### src/rtl/regfile_dump_reader_pkg.sv
`default_nettype none
// ============================================================================
// Module   : regdump_pkg
// Purpose  : Shared types and constants for the register-file dump reader.
//            Holds the dump FSM state encoding, the default frame header
//            byte, the default bytes-per-word count and a counter-width
//            helper.
// Revision : 1.0 - initial release
// ============================================================================
package regdump_pkg;

  // Dump sequencer states
  typedef enum logic [2:0] {
    S_IDLE = 3'd0,
    S_HALT = 3'd1,
    S_HDR  = 3'd2,
    S_LOAD = 3'd3,
    S_SEND = 3'd4,
    S_CSUM = 3'd5,
    S_DONE = 3'd6
  } state_t;

  localparam logic [7:0] SYNC_BYTE_DEF  = 8'hA5;
  localparam int         DATA_WIDTH_DEF = 32;
  localparam int         BYTES_PER_WORD = DATA_WIDTH_DEF / 8;

  // Counter width that never collapses to zero bits, so a one-entry
  // range still gets a real (always-zero) register.
  function automatic int cnt_width(input int n);
    return (n <= 1) ? 1 : $clog2(n);
  endfunction

endpackage
`default_nettype wire

### src/rtl/regfile_dump_reader_if.sv
`default_nettype none
// ============================================================================
// Module   : regfile_dump_reader_if
// Purpose  : Bundles the dump reader's control handshake, register-file
//            read port and byte stream.
// Ports    : start/busy/done        - dump request and status
//            halt_req/halt_ack      - core halt handshake
//            rd_addr/rd_data        - asynchronous register-file read port
//            tx_data/tx_valid/tx_ready - valid/ready byte stream
//            modport master = dump reader side, slave = environment side.
// Revision : 1.0 - initial release
// ============================================================================
interface regfile_dump_reader_if #(
  parameter int DATA_WIDTH = 32
);
  logic                  start;
  logic                  halt_req;
  logic                  halt_ack;
  logic [4:0]            rd_addr;
  logic [DATA_WIDTH-1:0] rd_data;
  logic [7:0]            tx_data;
  logic                  tx_valid;
  logic                  tx_ready;
  logic                  busy;
  logic                  done;

  modport master (
    input  start, halt_ack, rd_data, tx_ready,
    output halt_req, rd_addr, tx_data, tx_valid, busy, done
  );

  modport slave (
    output start, halt_ack, rd_data, tx_ready,
    input  halt_req, rd_addr, tx_data, tx_valid, busy, done
  );
endinterface
`default_nettype wire

### src/rtl/regfile_dump_reader_serializer.sv
`default_nettype none
// ============================================================================
// Module   : word_byte_serializer
// Purpose  : Holds one register word, presents it LSB byte first, shifts one
//            byte per accepted transfer, flags the final byte of the word and
//            accumulates an XOR checksum over every byte shifted out.
// Ports    : clk, reset_n        - clock, async active-low reset
//            load, word          - capture a new word (byte counter restarts)
//            shift               - current byte accepted downstream
//            clear_csum          - restart the checksum for a new frame
//            byte_out, last, csum - current byte, last-byte flag, checksum
// Revision : 1.0 - initial release
// ============================================================================
module word_byte_serializer
  import regdump_pkg::*;
#(
  parameter int DATA_WIDTH = 32
) (
  input  logic                  clk,
  input  logic                  reset_n,
  input  logic                  load,
  input  logic                  shift,
  input  logic                  clear_csum,
  input  logic [DATA_WIDTH-1:0] word,
  output logic [7:0]            byte_out,
  output logic                  last,
  output logic [7:0]            csum
);

  localparam int NB = DATA_WIDTH / 8;
  localparam int CW = cnt_width(NB);

  logic [DATA_WIDTH-1:0] shreg_q, shreg_d;
  logic [CW-1:0]         byte_cnt_q, byte_cnt_d;
  logic [7:0]            csum_q, csum_d;

  assign byte_out = shreg_q[7:0];
  assign last     = (byte_cnt_q == CW'(NB - 1));
  assign csum     = csum_q;

  always_comb begin
    shreg_d    = shreg_q;
    byte_cnt_d = byte_cnt_q;
    csum_d     = csum_q;
    if (clear_csum) begin
      csum_d = '0;
    end
    if (load) begin
      shreg_d    = word;
      byte_cnt_d = '0;
    end else if (shift) begin
      shreg_d    = shreg_q >> 8;
      csum_d     = csum_q ^ shreg_q[7:0];
      // Wrap on the last byte so the counter is clean for the next word.
      byte_cnt_d = last ? '0 : byte_cnt_q + 1'b1;
    end
  end

  always_ff @(posedge clk or negedge reset_n) begin
    if (!reset_n) begin
      shreg_q    <= '0;
      byte_cnt_q <= '0;
      csum_q     <= '0;
    end else begin
      shreg_q    <= shreg_d;
      byte_cnt_q <= byte_cnt_d;
      csum_q     <= csum_d;
    end
  end

endmodule
`default_nettype wire

### src/rtl/regfile_dump_reader.sv
`default_nettype none
// ============================================================================
// Module   : regfile_dump_reader
// Purpose  : Debug read-back engine. On start it halts the core, reads
//            x0..x(NUM_REGS-1) through the shared asynchronous read port and
//            streams a frame: SYNC_BYTE, every word LSB byte first, then the
//            XOR of all data bytes.
// Ports    : clk      - system clock
//            reset_n  - asynchronous active-low reset
//            bus      - regfile_dump_reader_if.master (start/busy/done,
//                       halt handshake, read port, byte stream)
// Revision : 1.0 - initial release
// ============================================================================
module regfile_dump_reader
  import regdump_pkg::*;
#(
  parameter int         DATA_WIDTH = DATA_WIDTH_DEF,
  parameter int         NUM_REGS   = 32,
  parameter logic [7:0] SYNC_BYTE  = SYNC_BYTE_DEF
) (
  input  logic                   clk,
  input  logic                   reset_n,
  regfile_dump_reader_if.master  bus
);

  localparam int IW = cnt_width(NUM_REGS);

  state_t        state_q, state_d;
  logic [IW-1:0] idx_q, idx_d;

  logic       ser_load;
  logic       ser_shift;
  logic       ser_clear;
  logic [7:0] ser_byte;
  logic       ser_last;
  logic [7:0] ser_csum;

  word_byte_serializer #(
    .DATA_WIDTH (DATA_WIDTH)
  ) u_ser (
    .clk        (clk),
    .reset_n    (reset_n),
    .load       (ser_load),
    .shift      (ser_shift),
    .clear_csum (ser_clear),
    .word       (bus.rd_data),
    .byte_out   (ser_byte),
    .last       (ser_last),
    .csum       (ser_csum)
  );

  // Next-state and output decode. Every output depends only on state and
  // registers, so nothing from the inputs reaches the outputs in one cycle.
  always_comb begin
    state_d      = state_q;
    idx_d        = idx_q;
    ser_load     = 1'b0;
    ser_shift    = 1'b0;
    ser_clear    = 1'b0;
    bus.halt_req = 1'b0;
    bus.busy     = 1'b1;
    bus.done     = 1'b0;
    bus.tx_valid = 1'b0;
    bus.tx_data  = 8'h00;
    bus.rd_addr  = 5'd0;

    unique case (state_q)
      S_IDLE: begin
        bus.busy = 1'b0;
        if (bus.start) begin
          state_d = S_HALT;
        end
      end
      S_HALT: begin
        bus.halt_req = 1'b1;
        if (bus.halt_ack) begin
          state_d = S_HDR;
        end
      end
      S_HDR: begin
        bus.halt_req = 1'b1;
        bus.tx_valid = 1'b1;
        bus.tx_data  = SYNC_BYTE;
        if (bus.tx_ready) begin
          idx_d     = '0;
          ser_clear = 1'b1;
          state_d   = S_LOAD;
        end
      end
      S_LOAD: begin
        // One cycle for the asynchronous read to settle before capture.
        bus.halt_req = 1'b1;
        bus.rd_addr  = 5'(idx_q);
        ser_load     = 1'b1;
        state_d      = S_SEND;
      end
      S_SEND: begin
        bus.halt_req = 1'b1;
        bus.rd_addr  = 5'(idx_q);
        bus.tx_valid = 1'b1;
        bus.tx_data  = ser_byte;
        if (bus.tx_ready) begin
          ser_shift = 1'b1;
          if (ser_last) begin
            if (idx_q == IW'(NUM_REGS - 1)) begin
              state_d = S_CSUM;
            end else begin
              idx_d   = idx_q + 1'b1;
              state_d = S_LOAD;
            end
          end
        end
      end
      S_CSUM: begin
        bus.halt_req = 1'b1;
        bus.tx_valid = 1'b1;
        bus.tx_data  = ser_csum;
        if (bus.tx_ready) begin
          state_d = S_DONE;
        end
      end
      S_DONE: begin
        // Halt is released in the same cycle the completion pulse fires.
        bus.done = 1'b1;
        state_d  = S_IDLE;
      end
      default: begin
        state_d = S_IDLE;
      end
    endcase
  end

  always_ff @(posedge clk or negedge reset_n) begin
    if (!reset_n) begin
      state_q <= S_IDLE;
      idx_q   <= '0;
    end else begin
      state_q <= state_d;
      idx_q   <= idx_d;
    end
  end

endmodule
`default_nettype wire

### src/flat_wrapper.sv
// flat-port wrapper written by rule: the top's interface ports become plain ports
module regfile_dump_reader_flat import regdump_pkg::*;
#(
  parameter int         DATA_WIDTH = DATA_WIDTH_DEF,
  parameter int         NUM_REGS   = 32,
  parameter logic [7:0] SYNC_BYTE  = SYNC_BYTE_DEF
)
  (clk, reset_n, bus_start, bus_halt_ack, bus_rd_data, bus_tx_ready, bus_halt_req, bus_rd_addr, bus_tx_data, bus_tx_valid, bus_busy, bus_done);
  regfile_dump_reader_if #(.DATA_WIDTH(DATA_WIDTH)) bus_i ();
  input  logic clk;
  input  logic reset_n;
  input wire logic [$bits(bus_i.start)-1:0] bus_start;
  input wire logic [$bits(bus_i.halt_ack)-1:0] bus_halt_ack;
  input wire logic [$bits(bus_i.rd_data)-1:0] bus_rd_data;
  input wire logic [$bits(bus_i.tx_ready)-1:0] bus_tx_ready;
  output wire logic [$bits(bus_i.halt_req)-1:0] bus_halt_req;
  output wire logic [$bits(bus_i.rd_addr)-1:0] bus_rd_addr;
  output wire logic [$bits(bus_i.tx_data)-1:0] bus_tx_data;
  output wire logic [$bits(bus_i.tx_valid)-1:0] bus_tx_valid;
  output wire logic [$bits(bus_i.busy)-1:0] bus_busy;
  output wire logic [$bits(bus_i.done)-1:0] bus_done;
  assign bus_i.start = bus_start;
  assign bus_i.halt_ack = bus_halt_ack;
  assign bus_i.rd_data = bus_rd_data;
  assign bus_i.tx_ready = bus_tx_ready;
  assign bus_halt_req = bus_i.halt_req;
  assign bus_rd_addr = bus_i.rd_addr;
  assign bus_tx_data = bus_i.tx_data;
  assign bus_tx_valid = bus_i.tx_valid;
  assign bus_busy = bus_i.busy;
  assign bus_done = bus_i.done;
  regfile_dump_reader #(.DATA_WIDTH(DATA_WIDTH), .NUM_REGS(NUM_REGS), .SYNC_BYTE(SYNC_BYTE)) u_core (.clk(clk), .reset_n(reset_n), .bus(bus_i));
endmodule
### config.mk
export PLATFORM = sky130hd
export DESIGN_NAME = regfile_dump_reader_flat
export DESIGN_NICKNAME = d
export VERILOG_FILES = /design/src/rtl/regfile_dump_reader_pkg.sv /design/src/rtl/regfile_dump_reader_if.sv /design/src/rtl/regfile_dump_reader_serializer.sv /design/src/rtl/regfile_dump_reader.sv /design/src/flat_wrapper.sv
export SDC_FILE = /design/constraint.sdc
export NUM_CORES = 1
export LEC_CHECK = 0
export CORE_UTILIZATION = 30
export CTS_CLUSTER_SIZE = 24
export DETAILED_ROUTE_END_ITERATION = 8
export HOLD_SLACK_MARGIN = 0.05
export PLACE_DENSITY = 0.56
export SYNTH_ARGS = -nofsm -noshare
export SYNTH_HDL_FRONTEND = slang
export SYNTH_HIERARCHICAL = 1
export SYNTH_SLANG_ARGS = --single-unit
### constraint.sdc
create_clock -name clk -period 4.5 [get_ports clk]
set_input_delay 0.675 -clock clk [delete_from_list [all_inputs] [get_ports clk]]
set_output_delay 0.675 -clock clk [all_outputs]
set_load 0.05 [all_outputs]
# After elaboration in Yosys (flattened, before gate mapping)
# Index checks and enable logic that the tools add are counted.
# word_totals
regBits	50
in_bits	37
output_inout_bits	17
# op_classes
add_sub_neg	2
n_eq_ne	15
n_mux	31
bitwise_logic	1
reduce_logical	8
# ops
cell	count
$mux 32	2
$mux 5	5
$mux 8	3
$pmux 8 s3	1
$mux 3	7
$pmux 3 s6	1
$ne 2x2->1 const B	7
$pmux 5 s2	1
$eq 3x3->1 const B	3
$mux 1	8
$xor 8x8->8	1
$eq 3x2->1 const B	2
$mux 2	3
$reduce_and 6->1	1
$add 5x1->5 const B	1
$eq 5x5->1 const B	1
$reduce_and 5->1	1
$reduce_or 5->1	1
$reduce_bool 2->1	2
$eq 3x1->1 const B	1
$logic_not 3->1	1
$reduce_or 3->1	1
$add 2x1->2 const B	1
$eq 2x2->1 const B	1
$reduce_or 2->1	1

# Logic depth before layout (Yosys ltp)
# depth
ltp_word	5
ltp_mapped	7
depth_no_buf	6

# Modules after synthesis
# The synthesis kept the hierarchy.
# by_module_without_submodules
mod	instances	cells_per_inst	area_each_um2
word_byte_serializer	1	171	1990.7
regfile_dump_reader	1	83	726.9

# Worst setup path before layout
# No wires, ideal clock.
# synth_timing
kind	register to output
from	reg u_core.state_q[0]
to	out bus_halt_req
arrival_time_ns	2.100
path_slack_ns	1.725
path_stages_with_launch	4
n_path_buf	1
path_cell_list	dfrtp_1 buf_2 or3_1 a21boi_0
# synth_between
elab_chain_cells	3
word_cells_on_any_way	7
# synth_lines
element	line	source
start: declaration	regfile_dump_reader.sv:28	state_t state_q, state_d;
start signal: assignment	regfile_dump_reader.sv:138	state_q <= state_d;
$eq 3x2->1 (tied with other cells)	regfile_dump_reader.sv:67	unique case (state_q)
$reduce_or 5->1 (no source line) (*)	-	
$mux 1 (*)	regfile_dump_reader.sv:67	
end: declaration	flat_wrapper.sv:16	output wire logic [$bits(bus_i.halt_req)-1:0] bus_halt_req;
# Every way passes the cells marked *; elsewhere a longest branch is shown, timed or not.

# Worst setup path in the final report
# layout_timing
from	reg u_core.state_q[0]
to	out bus_rd_addr[0]
# layout_between
elab_chain_cells	3
word_cells_on_any_way	4
# layout_lines
element	line	source
$eq 3x2->1 / $eq 3x3->1 (equally long branches)	regfile_dump_reader.sv:67	
$reduce_or 2->1 (no source line) (*)	-	
$mux 5 (*)	regfile_dump_reader.sv:67	
end: declaration	flat_wrapper.sv:17	output wire logic [$bits(bus_i.rd_addr)-1:0] bus_rd_addr;
# Marks and branches as above.

==> metrics.txt <==
Final setup viols 0; data arrival time of the worst path 2.61 ns; TritonCTS buffer count 5; wirelength, routed 5348 um; # nets final 332; ys flop type dfrtp_1; critical path type flip-flop to primary output; CP top delay family flip-flops; combinational group share of total power 43.6%; Max Cap Violations 0; CTS max path bufs 2; Clock Tree Root clkbuf_8; Pint 0.001156 W; Worst setup EP type primary output; crit path launch type flip-flop; Synth Instances 254; via count 1828; #FFs+latches synth 50; Fillers 915; Post-Syn Area per Cell 10.70 um^2; # H-tree levels 2; Clk pwr share 14.3%; Slew @ Worst Pin 1.005 ns; DIE HEIGHT 97.18 um; share of cells above drive strength 1 9.556%; Synth async-reset ratio 100.0%; Rel. slew slack 32.92%; Yosys warning total 6; Post-Place Cells 393; sequential area share after synthesis 46.04%; worst-path fanout max 18; Final Hold Vio Count 0; Max Slew Vio Count 0; vias in the first global route 1865; CTS tree done; hpwl dp 3692 um; DR iter-0 viols 53; Post-synth EDFFs 0; register area 1251 um^2; worst min-delay path category input pin to async pin; setup tns final 0 ns; Peak supply drop 0.2310 mV; antenna fix cells 0; core area 8763 um^2; Synth cell types 34; Seq pwr share 42.1%; Post-CTS Setup Bufs 0; hold_ws 0.4649 ns; CP Cell Sequence nand3b_1 > o21ai_0 > and2_1 > clkdlybuf4s50_1; clock-pin slew on the worst setup and hold paths 0.10 ns; fin cells 401; Worst EP required 3.83 ns; switch share 41.29%; static leakage 1.314 nW; syn_nets 294; CTS sink cnt 50; gr usage total 12.03%; Port Buffers 53; initial antenna violation count 0; Routed Antenna Nets 0; first-pass GRT wire length 9177 um; skew final 0.004872 ns; DRT Pass-1 Iters 4; gpl congestion 0.7634; Worst path max stage delay 0.83 ns; status complete, no violations; Post-CTS Hold Buffers 0; Die W 97.18 um; Worst-Skew Late Latency 0.31 ns; crit path time final 3.286 ns; synthesized cell area 2718 um^2; Resized cells post-CTS 0; Net Sw Power 0.0008128 W; Initial Utilization 31.01%; Buf/Inv on CP 1; Top-Level Pins 54; grt ovf 0; drt wl/cell 13.34 um; Max Clk Rate 0.3044 GHz; via-per-instance ratio 4.559; Final Cycle Share 73.01%; # DRC 0; area delta synth->final 22.19%; Multi-input gate area 1285 um^2; number of cell rows 34; RSZ-0062 raised after global routing false; Crit-path slowest cell dfrtp_1; die area 9443 um^2; pwr/cell area 592.8 nW/um^2; largest net degree at the start of global routing 61
layer usage:
layer	wire [um]	GRT usage, %
met5	0	0
met4	88	4.592
met3	222	2.806
met2	2319	18.26
met1	2718	16.61
kinds of logic after synthesis:
group / share of synthesized area, %
AND/OR/NAND/NOR: 13.72
flip-flops: 46.04
AO/OA/AOI/OAI: 12.29
multiplexers: 16.94
buffers and inverters: 6.721
XOR/XNOR: 2.901
adder cells (fa/ha/maj): 1.381
cells in the final DEF (no fill, tap or decap), types with 3 or more instances in the layout:
| cell type | instances |
|---|---|
| clkdlybuf4s50_1 | 52 |
| dfrtp_1 | 50 |
| mux2i_1 | 46 |
| nand2_1 | 29 |
| o21ai_0 | 14 |
| nand2b_1 | 12 |
| o21ai_2 | 10 |
| xnor2_1 | 9 |
| o21ai_1 | 8 |
| a22o_1 | 8 |
| nor2_1 | 7 |
| and2_1 | 6 |
| clkbuf_8 | 5 |
| nor2b_1 | 5 |
| ha_1 | 3 |
Yosys cell counts (2+ instances only):
library cell  number  area (um^2)
a22o_1             8        70.07
a31oi_1            2        12.51
a41oi_1            2        17.52
and2_1             7        43.79
and3_1             2        12.51
buf_2              7        35.03
buf_4             13        97.59
buf_6              3        33.78
dfrtp_1           50         1251
ha_1               3        37.54
inv_1              3        11.26
mux2i_1           46        460.4
nand2_1           29        108.9
nand2b_1          12        75.07
nor2_1             7        26.28
nor2b_1            5        31.28
o21ai_0           14        70.07
o21ai_1            8        40.04
o21ai_2           10        87.58
xnor2_1            9        78.83
area by class of cell:
| type | count | area share [%] |
|---|---|---|
| well taps | 108 | 4.069 |
| multi-input cells | 177 | 38.70 |
| repair buffers | 55 | 16.28 |
| clock inverters | 3 | 0.8666 |
| clock buffers | 5 | 2.072 |
| inverters | 3 | 0.3391 |
| flip-flops and latches | 50 | 37.68 |
worst paths after layout:
path	slack, ns	cells past startpoint	end	startpoint
min in group clk	0.51	1	u_core/u_ser/shreg_q[26]	u_core/u_ser/shreg_q[26]
worst max register to register	1.66	5	u_core/u_ser/csum[0]	u_core/state_q[0]
worst min register to register	0.51	1	u_core/u_ser/shreg_q[26]	u_core/u_ser/shreg_q[26]
worst min-delay path	0.46	2	u_core/idx_q[1]	reset_n
max in group asynchronous	3.62	2	u_core/u_ser/shreg_q[27]	reset_n
worst max-delay path	1.21	4	bus_rd_addr[0]	u_core/state_q[0]
per-stage QoR:
step	setup WS, ns	power [W]	util (%)	instance area (um^2)
after floorplan	1.725	0.001523	-	2718
after global placement	1.457	0.001681	36.78	3223
after detailed placement	1.404	0.001711	36.78	3223
after CTS	1.185	0.001999	37.89	3321
after global routing	1.042	0.002121	37.89	3321
final	1.214	0.001968	37.89	3321
registers in the layout, indices dropped and copies added (netlist names):
register                 count
u_core/u_ser/shreg_q        32
u_core/u_ser/byte_cnt_q      2
u_core/idx_q                 5
u_core/state_q               3
u_core/u_ser/csum            8
power groups by stage:
stage / clock, W / combinational, W / sequential, W
6_report: 0.000282 / 0.000858 / 0.000829
2_1_floorplan: 0 / 0.000775 / 0.000748
3_3_place_gp: 0 / 0.000848 / 0.000833
3_5_place_dp: 0 / 0.000870 / 0.000840
4_1_cts: 0.000297 / 0.000871 / 0.000831
5_1_grt: 0.000312 / 0.000949 / 0.000860
Power figures use the tool's default switching activity.
